[config.mk]
export PLATFORM = sky130hd
export DESIGN_NAME = mem_access
export DESIGN_NICKNAME = d
export VERILOG_FILES = /design/src/rtl/mem_access_pkg.sv /design/src/rtl/mem_access_watchdog.sv /design/src/rtl/mem_access.sv
export SDC_FILE = /design/constraint.sdc
export NUM_CORES = 1
export LEC_CHECK = 0
export BUFFER_PORTS_ARGS = -buffer_cell sky130_fd_sc_hd__buf_2
export CORE_ASPECT_RATIO = 0.9
export CORE_MARGIN = 8
export CORE_UTILIZATION = 35
export CTS_CLUSTER_SIZE = 14
export DETAILED_ROUTE_END_ITERATION = 7
export SYNTH_ARGS = -nofsm -noshare
export SYNTH_HDL_FRONTEND = slang
export SYNTH_HIERARCHICAL = 1
export SYNTH_SLANG_ARGS = --single-unit
export TNS_END_PERCENT = 30
[constraint.sdc]
create_clock -name clk -period 6.8 [get_ports clk]
set_clock_uncertainty 0.05 [all_clocks]
set_input_delay 0.68 -clock clk [delete_from_list [all_inputs] [get_ports clk]]
set_output_delay 0.68 -clock clk [all_outputs]
set_load 0.02 [all_outputs]
[src/rtl/mem_access_pkg.sv]
// ----------------------------------------------------------------------------
// mem_access_pkg
//   Shared definitions for the memory-access pipeline stage:
//     - mem_state_e : FSM state encodings (MEM_IDLE / MEM_REQ / MEM_RESP)
//     - LANES_WORD / LANES_NONE : byte-lane enable constants
//     - lane_mask() : expands 4 byte-lane enables into a 32-bit data mask
// ----------------------------------------------------------------------------
package mem_access_pkg;

    typedef enum logic [1:0] {
        MEM_IDLE = 2'd0,
        MEM_REQ  = 2'd1,
        MEM_RESP = 2'd2
    } mem_state_e;

    localparam logic [3:0] LANES_WORD = 4'b1111;
    localparam logic [3:0] LANES_NONE = 4'b0000;

    // Each lane-enable bit becomes a full byte of ones in the mask.
    function automatic logic [31:0] lane_mask(input logic [3:0] lanes);
        return {{8{lanes[3]}}, {8{lanes[2]}}, {8{lanes[1]}}, {8{lanes[0]}}};
    endfunction

endpackage

[src/rtl/mem_access_watchdog.sv]
// ----------------------------------------------------------------------------
// mem_watchdog
//   Wait-cycle counter used to abort bus transactions that never complete.
//   Ports:
//     clk, rst   : clock, asynchronous active-high reset
//     clear_i    : synchronous clear (has priority over en_i)
//     en_i       : count one waiting cycle
//     expired_o  : the current waiting cycle is the TIMEOUT-th one
// ----------------------------------------------------------------------------
module mem_watchdog #(
    parameter int TIMEOUT = 255,
    parameter int CNT_W   = 16
) (
    input  logic clk,
    input  logic rst,
    input  logic clear_i,
    input  logic en_i,
    output logic expired_o
);

    // The counter holds the number of waiting cycles already spent, so the
    // TIMEOUT-th waiting cycle is the one that sees cnt_q == TIMEOUT-1.
    localparam logic [CNT_W-1:0] LIMIT = CNT_W'(TIMEOUT - 1);

    logic [CNT_W-1:0] cnt_q, cnt_d;

    always_comb begin
        cnt_d = cnt_q;
        if (clear_i) begin
            cnt_d = '0;
        end else if (en_i) begin
            cnt_d = cnt_q + CNT_W'(1);
        end
    end

    always_ff @(posedge clk or posedge rst) begin
        if (rst) begin
            cnt_q <= '0;
        end else begin
            cnt_q <= cnt_d;
        end
    end

    // Independent of en_i so the parent FSM can qualify it without a
    // combinational loop through the enable.
    assign expired_o = (cnt_q >= LIMIT);

endmodule

[src/rtl/mem_access.sv]
// ----------------------------------------------------------------------------
// mem_access
//   Pipeline stage after Execute. Forwards ALU results to write-back with one
//   cycle of latency and performs LW/SW on the data-memory bus.
//
//   Bus handshake: dmem_req is asserted (with dmem_we/addr/wdata stable) from
//   the first REQ cycle and held until the cycle dmem_gnt is seen; the request
//   is accepted in that cycle. For loads, dmem_rvalid is only honoured in the
//   RESP state, i.e. at least one cycle after the grant; dmem_rdata is sampled
//   in the rvalid cycle.
//
//   Ports:
//     clk, rst        : clock, asynchronous active-high reset
//     EX_*            : instruction from Execute (ALU result, rd, mem fields)
//     MEM_stall       : upstream hold request (combinational)
//     dmem_*          : data-memory bus (req/gnt/rvalid)
//     MEM_x_rd_vld/MEM_x_rd/MEM_rd_idx : registered write-back
//     MEM_err         : 1-cycle pulse on misaligned/conflicting op or timeout
//     dbg_state_o     : current FSM state
// ----------------------------------------------------------------------------
module mem_access
    import mem_access_pkg::*;
#(
    parameter int TIMEOUT = 255,
    parameter int CNT_W   = 16
) (
    input  logic        clk,
    input  logic        rst,
    input  logic        EX_x_rd_vld,
    input  logic [31:0] EX_x_rd,
    input  logic [4:0]  EX_rd_idx,
    input  logic [31:0] EX_MEMaddr,
    input  logic [3:0]  EX_MEMrden,
    input  logic [3:0]  EX_MEMwren,
    input  logic [31:0] EX_MEMwrdata,
    output logic        MEM_stall,
    output logic        dmem_req,
    output logic [3:0]  dmem_we,
    output logic [31:0] dmem_addr,
    output logic [31:0] dmem_wdata,
    input  logic        dmem_gnt,
    input  logic        dmem_rvalid,
    input  logic [31:0] dmem_rdata,
    output logic        MEM_x_rd_vld,
    output logic [31:0] MEM_x_rd,
    output logic [4:0]  MEM_rd_idx,
    output logic        MEM_err,
    output logic [1:0]  dbg_state_o
);

    mem_state_e state_q, state_d;

    // Latched memory operation
    logic [31:0] addr_q, addr_d;
    logic [31:0] wdata_q, wdata_d;
    logic [3:0]  rden_q, rden_d;
    logic [3:0]  wren_q, wren_d;
    logic [4:0]  idx_q, idx_d;

    // Registered write-back / error outputs
    logic        wb_vld_q, wb_vld_d;
    logic [31:0] wb_data_q, wb_data_d;
    logic [4:0]  wb_idx_q, wb_idx_d;
    logic        err_q, err_d;

    logic stall_c;
    logic is_mem, misaligned, conflict, op_err;
    logic wd_clear, wd_en, wd_expired;

    assign is_mem     = (EX_MEMrden != LANES_NONE) || (EX_MEMwren != LANES_NONE);
    assign misaligned = ((EX_MEMrden | EX_MEMwren) == LANES_WORD) && (EX_MEMaddr[1:0] != 2'b00);
    assign conflict   = (EX_MEMrden != LANES_NONE) && (EX_MEMwren != LANES_NONE);
    assign op_err     = misaligned || conflict;

    always_comb begin
        state_d   = state_q;
        addr_d    = addr_q;
        wdata_d   = wdata_q;
        rden_d    = rden_q;
        wren_d    = wren_q;
        idx_d     = idx_q;
        wb_vld_d  = 1'b0;
        wb_data_d = wb_data_q;
        wb_idx_d  = wb_idx_q;
        err_d     = 1'b0;
        stall_c   = 1'b0;
        wd_en     = 1'b0;

        unique case (state_q)
            MEM_IDLE: begin
                if (is_mem) begin
                    if (op_err) begin
                        // Rejected before any bus activity; pipeline keeps moving.
                        err_d = 1'b1;
                    end else begin
                        addr_d  = {EX_MEMaddr[31:2], 2'b00};
                        wdata_d = EX_MEMwrdata;
                        rden_d  = EX_MEMrden;
                        wren_d  = EX_MEMwren;
                        idx_d   = EX_rd_idx;
                        state_d = MEM_REQ;
                        stall_c = 1'b1;
                    end
                end else begin
                    wb_vld_d  = EX_x_rd_vld;
                    wb_data_d = EX_x_rd;
                    wb_idx_d  = EX_rd_idx;
                end
            end

            MEM_REQ: begin
                // A coincident rvalid is deliberately ignored here.
                if (dmem_gnt) begin
                    if (rden_q != LANES_NONE) begin
                        state_d = MEM_RESP;
                        stall_c = 1'b1;
                    end else begin
                        state_d = MEM_IDLE;
                    end
                end else begin
                    wd_en = 1'b1;
                    if (wd_expired) begin
                        err_d   = 1'b1;
                        state_d = MEM_IDLE;
                    end else begin
                        stall_c = 1'b1;
                    end
                end
            end

            MEM_RESP: begin
                if (dmem_rvalid) begin
                    wb_vld_d  = 1'b1;
                    wb_data_d = dmem_rdata & lane_mask(rden_q);
                    wb_idx_d  = idx_q;
                    state_d   = MEM_IDLE;
                end else begin
                    wd_en = 1'b1;
                    if (wd_expired) begin
                        err_d   = 1'b1;
                        state_d = MEM_IDLE;
                    end else begin
                        stall_c = 1'b1;
                    end
                end
            end

            default: begin
                state_d = MEM_IDLE;
            end
        endcase
    end

    // Clearing on every state change restarts the count on entry to REQ and
    // to RESP; holding it clear in IDLE keeps it at zero between operations.
    assign wd_clear = (state_q == MEM_IDLE) || (state_d != state_q);

    mem_watchdog #(
        .TIMEOUT (TIMEOUT),
        .CNT_W   (CNT_W)
    ) u_watchdog (
        .clk       (clk),
        .rst       (rst),
        .clear_i   (wd_clear),
        .en_i      (wd_en),
        .expired_o (wd_expired)
    );

    always_ff @(posedge clk or posedge rst) begin
        if (rst) begin
            state_q   <= MEM_IDLE;
            addr_q    <= '0;
            wdata_q   <= '0;
            rden_q    <= LANES_NONE;
            wren_q    <= LANES_NONE;
            idx_q     <= '0;
            wb_vld_q  <= 1'b0;
            wb_data_q <= '0;
            wb_idx_q  <= '0;
            err_q     <= 1'b0;
        end else begin
            state_q   <= state_d;
            addr_q    <= addr_d;
            wdata_q   <= wdata_d;
            rden_q    <= rden_d;
            wren_q    <= wren_d;
            idx_q     <= idx_d;
            wb_vld_q  <= wb_vld_d;
            wb_data_q <= wb_data_d;
            wb_idx_q  <= wb_idx_d;
            err_q     <= err_d;
        end
    end

    // Stall is combinational from EX inputs; masking with rst keeps it low
    // while reset is held even if Execute presents a memory op.
    assign MEM_stall = stall_c & ~rst;

    // Bus outputs are pure functions of the registered state, so dmem_req
    // falls together with the asynchronous reset of state_q.
    assign dmem_req   = (state_q == MEM_REQ);
    assign dmem_we    = dmem_req ? wren_q  : LANES_NONE;
    assign dmem_addr  = dmem_req ? addr_q  : 32'h0;
    assign dmem_wdata = dmem_req ? wdata_q : 32'h0;

    assign MEM_x_rd_vld = wb_vld_q;
    assign MEM_x_rd     = wb_data_q;
    assign MEM_rd_idx   = wb_idx_q;
    assign MEM_err      = err_q;
    assign dbg_state_o  = state_q;

endmodule

# After elaboration in Yosys (flattened, before gate mapping)
# Cells that the tools add are included.
# Widths: inputs -> output; s select.
[classes] bitwise=5 n_eq_ne=6 mux=37 addsub=1 magnitude_cmp=1 n_reduce_logical=14
[op_table] op="$mux 32" count=4
[op_table] op="$pmux 32 s2" count=1
[op_table] op="$and 32x32->32" count=1
[op_table] op="$mux 16" count=2
[op_table] op="$add 16x1->16 const B" count=1
[op_table] op="$ge 16x8->1 const B" count=1
[op_table] op="$mux 1" count=15
[op_table] op="$mux 2" count=6
[op_table] op="$reduce_bool 4->1" count=3
[op_table] op="$mux 5" count=2
[op_table] op="$pmux 5 s2" count=1
[op_table] op="$pmux 1 s3" count=2
[op_table] op="$pmux 2 s3" count=1
[op_table] op="$reduce_and 3->1" count=2
[op_table] op="$reduce_bool 2->1" count=3
[op_table] op="$eq 4x4->1 const B" count=1
[op_table] op="$mux 4" count=1
[op_table] op="$ne 2x2->1 const B" count=2
[op_table] op="$or 4x4->4" count=1
[op_table] op="$pmux 1 s2" count=2
[op_table] op="$logic_or 1x1->1" count=3
[op_table] op="$eq 2x1->1 const B" count=1
[op_table] op="$eq 2x2->1 const B" count=1
[op_table] op="$logic_and 1x1->1" count=2
[op_table] op="4 further kinds" count=5
[totals] register_bits=132 out_inout_bits=111 elab_cells=75 input_bits=146

# Longest topological paths before layout
[logic_depth] ltp_word=10 ltp_mapped=12 mapped_depth_nobuf=11

# Modules after synthesis
# The synthesis kept the hierarchy.
[modules_own_cells] module="mem_access" cells_per_inst=475 instances=1 area_each_um2=5539.1 seq_area_each_um2=2902.8
[modules_own_cells] module="mem_watchdog" cells_per_inst=90 instances=1 area_each_um2=873.3 seq_area_each_um2=400.4

# Worst setup path after synthesis
# Ideal clock, no wire load.
[synth_timing] kind="input port to output port" start="input port EX_MEMrden[1]" end="output port MEM_stall" path_stages=6 required_ns=6.070 arrival_ns=2.204 path_buffers=2 slack_ns=3.866 cell_sequence="nor4_4 xor2_1 nand3_1 buf_6 buf_6 a211oi_1"
[synth_between] elab_chain_cells=8 elab_cells_between_ends=11 cone_classes="eq/ne (1); mux (3); bitwise (2); reduce/logical (5)"
[synth_lines] element="from (decl)" line_no="mem_access.sv:33" text="input logic [3:0] EX_MEMrden,"
[synth_lines] element="$or 4x4->4" line_no="mem_access.sv:71" text="assign misaligned = ((EX_MEMrden | EX_MEMwren) == LANES_WORD) && (EX_MEMaddr[1:0] != 2'b00);"
[synth_lines] element="$eq 4x4->1" line_no="mem_access.sv:71"
[synth_lines] element="$logic_and 1x1->1" line_no="mem_access.sv:71"
[synth_lines] element="$logic_or 1x1->1" line_no="mem_access.sv:73" text="assign op_err = misaligned || conflict;"
[synth_lines] element="$mux 1" line_no="mem_access.sv:92" text="if (op_err) begin"
[synth_lines] element="$mux 1 *" line_no="mem_access.sv:91" text="if (is_mem) begin"
[synth_lines] element="$pmux 1 s3 *" line_no="mem_access.sv:89" text="unique case (state_q)"
[synth_lines] element="$and 1x1->1 *" line_no="mem_access.sv:197" text="assign MEM_stall = stall_c & ~rst;"
[synth_lines] element="to (decl)" line_no="mem_access.sv:36" text="output logic MEM_stall,"
# Mark *: on every way between the ends. The rest lies on a longest branch, timed or not.

# Final worst setup path
[layout_timing] start="register state_q[1], in the netlist dbg_state_o[1]" end="register u_watchdog.cnt_q[12]"
[layout_between] elab_chain_cells=6 elab_cells_between_ends=14 cone_classes="eq/ne (3); mux (8); reduce/logical (3)"
[layout_lines] element="from (decl)" line_no="mem_access.sv:51" text="mem_state_e state_q, state_d;"
[layout_lines] element="from (signal assigned)" line_no="mem_access.sv:182" text="state_q <= state_d;"
[layout_lines] element="$mux 2, on equally long branches" line_no="mem_access.sv:122, mem_access.sv:139, mem_access.sv:92"
[layout_lines] element="$mux 2, on equally long branches" line_no="mem_access.sv:132, mem_access.sv:91, mem_access.sv:113"
[layout_lines] element="$pmux 2 s3" line_no="mem_access.sv:89"
[layout_lines] element="$ne 2x2->1" line_no="mem_access.sv:156" text="assign wd_clear = (state_q == MEM_IDLE) || (state_d != state_q);"
[layout_lines] element="$logic_or 1x1->1 *" line_no="mem_access.sv:156"
[layout_lines] element="via wd_clear" line_no="mem_access.sv:68" text="logic wd_clear, wd_en, wd_expired;"
[layout_lines] element="$mux 16 / $reduce_bool 2->1 (equally long branches)"
[layout_lines] element="to (signal assigned)" line_no="mem_access_watchdog.sv:40" text="cnt_q <= cnt_d;"
[layout_lines] element="to (decl)" line_no="mem_access_watchdog.sv:25" text="logic [CNT_W-1:0] cnt_q, cnt_d;"
# The timed path passes the listed nets; every way through them passes the cells marked *.
# A chain may end at the register's enable or synchronous reset.

==> impl_metrics.py <==
metrics = {
    "drt": {
        "via_count": 4891,
        "final_antenna_net_count": 0,
        "wl_per_cell_um": 16.3,
        "dr.pass1.iters": 4,
        "finalWirelength_um": 17400,
        "drc": 0,
        "via_per_inst": 4.57,
        "drt-initial-drc-count": 151,
    },
    "finish": {
        "utilization": 0.466,
        "layout.cells.most_common": "buf_2",
        "areaGrowthSynthToFinish_pct": 32.2,
        "final_cells": 1070,
        "finalNetCount": 963,
        "layout_common_cells": "buf_2 (254), dfrtp_1 (132), mux2_2 (82)",
        "drive_gt1_frac": 0.461,
    },
    "floorplan": {
        "dieArea_sq_um": 22900,
        "die_h_um": 144,
        "ios": 257,
        "fp.dieW_um": 159,
        "row_count": 47,
        "core_sq_um": 18200,
        "initial_core_util": 0.353,
    },
    "synth": {
        "synth-main-ff-cell": "dfrtp_1",
        "yosysSeqAreaShare": 0.515,
        "synth-seq-cells": 132,
        "syn_inst": 565,
        "yosys_warnings": 6,
        "syn-cell-area_sq_um": 6410,
        "synth-async-reset-ratio": 1.00,
        "netlist-cell-type-count": 41,
        "avgSynthCellArea_sq_um": 11.3,
        "synth_edf_count": 0,
    },
    "grt": {
        "met1_usage": 0.187,
        "overflow": 0,
        "use_met2": 0.250,
        "grt_pass1_wl_um": 27500,
        "use_met3": 0.0636,
        "grt.total_usage": 0.155,
        "first_global_vias": 5203,
        "top_usage_layer": "met2",
        "grt_start_max_net_pins": 70,
        "antenna_found_initial": 4,
    },
    "timing": {
        "fin_tns_setup_ns": 0,
        "setup_ws_ns": 2.96,
        "hold_viol": 0,
        "relSlewSlack": 0.309,
        "drv_slew": 0,
        "fin_crit_sh": 0.564,
        "rsz0062_at_grt": "no",
        "layout_min_cycle_time_ns": 3.84,
        "worstMarginPinSlew_ns": 1.04,
        "fmax_mhz": 261,
        "setup_viol": 0,
    },
    "clock_network": {
        "cts_setup_buffers": 0,
        "insertion_delay_ns": 0.41,
        "clkSinkCount": 132,
        "clk_pin_slew_worst_paths_ns": 0.06,
        "cts_tree": "done",
        "h-tree-depth": 4,
        "root_buffer": "clkbuf_16",
        "hold_buffers": 0,
        "clk_path_buf_depth": 2,
        "cts-resized-gates": 0,
        "cts_buffers": 17,
    },
    "worst_setup_path": {
        "startpoint_type": "register",
        "path_cells": "inv_1 -> ha_2 -> nand2b_1 -> a21oi_1 -> o211ai_1 -> a211o_1 -> o2111ai_1 -> nor3_1 -> xnor2_1 -> nor2_1",
        "crit_family": "compound AO/OA/AOI/OAI gates",
        "crit_required_ns": 7.02,
        "ff2ff_setup_slack_ns": 2.96,
        "critical-path-max-stage-delay_ns": 0.85,
        "critPathArrivalTime_ns": 4.05,
        "ff2ff_path_depth": 10,
        "cp_max_fo": 69,
        "worstSetupStartpoint": "dbg_state_o[1]",
        "cp.buffers_inverters": 1,
        "reg2reg_to": "u_watchdog/cnt_q[12]",
        "endpoint_kind": "register",
        "slowest_stage": "ha_2",
        "crit_type": "reg2reg",
        "r2r_start": "dbg_state_o[1]",
    },
    "placement": {
        "post-place-ws_ns": 2.84,
        "place_inst": 1037,
        "hpwl_um": 12800,
        "port_buffers": 254,
        "gp_congestion": 0.789,
    },
    "outcome": {
        "status": "completed",
    },
    "pwr": {
        "p_leak_nw": 4.21,
        "power_mw": 3.49,
        "p_per_area_nw_per_um2": 411,
        "vdd_drop_max_v": 0.000242,
    },
    "job": {
        "maxCapViolCount": 0,
    },
    "hold_path": {
        "min_path_type": "in2async",
    },
}
[flip-flops by register name, indices dropped and copies added (netlist names)]
name              cells
MEM_x_rd             32
wdata_q              32
addr_q               30
u_watchdog/cnt_q     16
MEM_rd_idx            5
idx_q                 5
rden_q                4
wren_q                4
dbg_state_o           2
MEM_err               1
MEM_x_rd_vld          1
[final cells by class]
| type | count | area (sq um) |
|---|---|---|
| clock inverter | 14 | 179 |
| inverter | 39 | 149 |
| sequential | 132 | 3300 |
| antenna | 1 | 2.50 |
| fill | 1756 | 9700 |
| clock buffer | 18 | 439 |
| tap | 245 | 307 |
| timing repair buffer | 258 | 1300 |
| multi-input combinational | 363 | 2800 |
[cells in the mapped netlist, drive strengths merged (3+ instances only)]
cell	count	area [sq um]
and2	71	444
nand4	6	37.5
ha	6	75.1
dfrtp	132	3300
nor4	7	73.8
a21oi	10	53.8
nand3	6	30.0
clkbuf	18	87.6
xor2	6	52.6
o22ai	3	18.8
buf	14	106
inv	39	146
nand2	45	169
o21ai	39	195
nor2	14	52.6
or3	6	42.5
xnor2	5	43.8
mux2	117	1320
[worst max path at each step]
stage	to	slack [ns]	cells past startpoint
after floorplan	MEM_err	3.00	1
after global placement	u_watchdog/cnt_q[14]	2.93	10
after detailed placement	u_watchdog/cnt_q[12]	2.84	10
after CTS	u_watchdog/cnt_q[12]	2.84	10
after global routing	u_watchdog/cnt_q[12]	2.48	10
final	u_watchdog/cnt_q[12]	2.96	10
[per-stage QoR]
step,hold slack (ns),area (sq um)
after detailed placement,0.419,7860
after CTS,0.350,8470
after global routing,0.381,8470
final,0.334,8480
after global placement,0.415,7860
after floorplan,0.406,6420
[routing by layer]
metal / share of wire / up-vias / routed length, um
li1: - / 2391 / -
met1: 0.41 / 2354 / 7210
met5: 0.0031 / - / 54
met4: 0.0096 / 8 / 167
met3: 0.077 / 19 / 1350
met2: 0.50 / 119 / 8670
[report_power, final]
group / switching, mW / internal, mW / total (mW)
Combinational: 0.696 / 0.552 / 1.25
Clock: 0.358 / 0.590 / 0.948
Sequential: 0.156 / 1.13 / 1.29
Total: 1.21 / 2.28 / 3.49
[cell families after synthesis]
| logic type | after synthesis | synth area share |
|---|---|---|
| flops | 132 | 0.515 |
| xor+xnor | 11 | 0.0150 |
| mux | 117 | 0.205 |
| compound gates | 64 | 0.0576 |
| buf+inv | 71 | 0.0531 |
| fa+ha+maj | 7 | 0.0133 |
| simple gates | 162 | 0.140 |
| other cells | 1 | 0.000585 |
(Power assumes the default switching activity.)
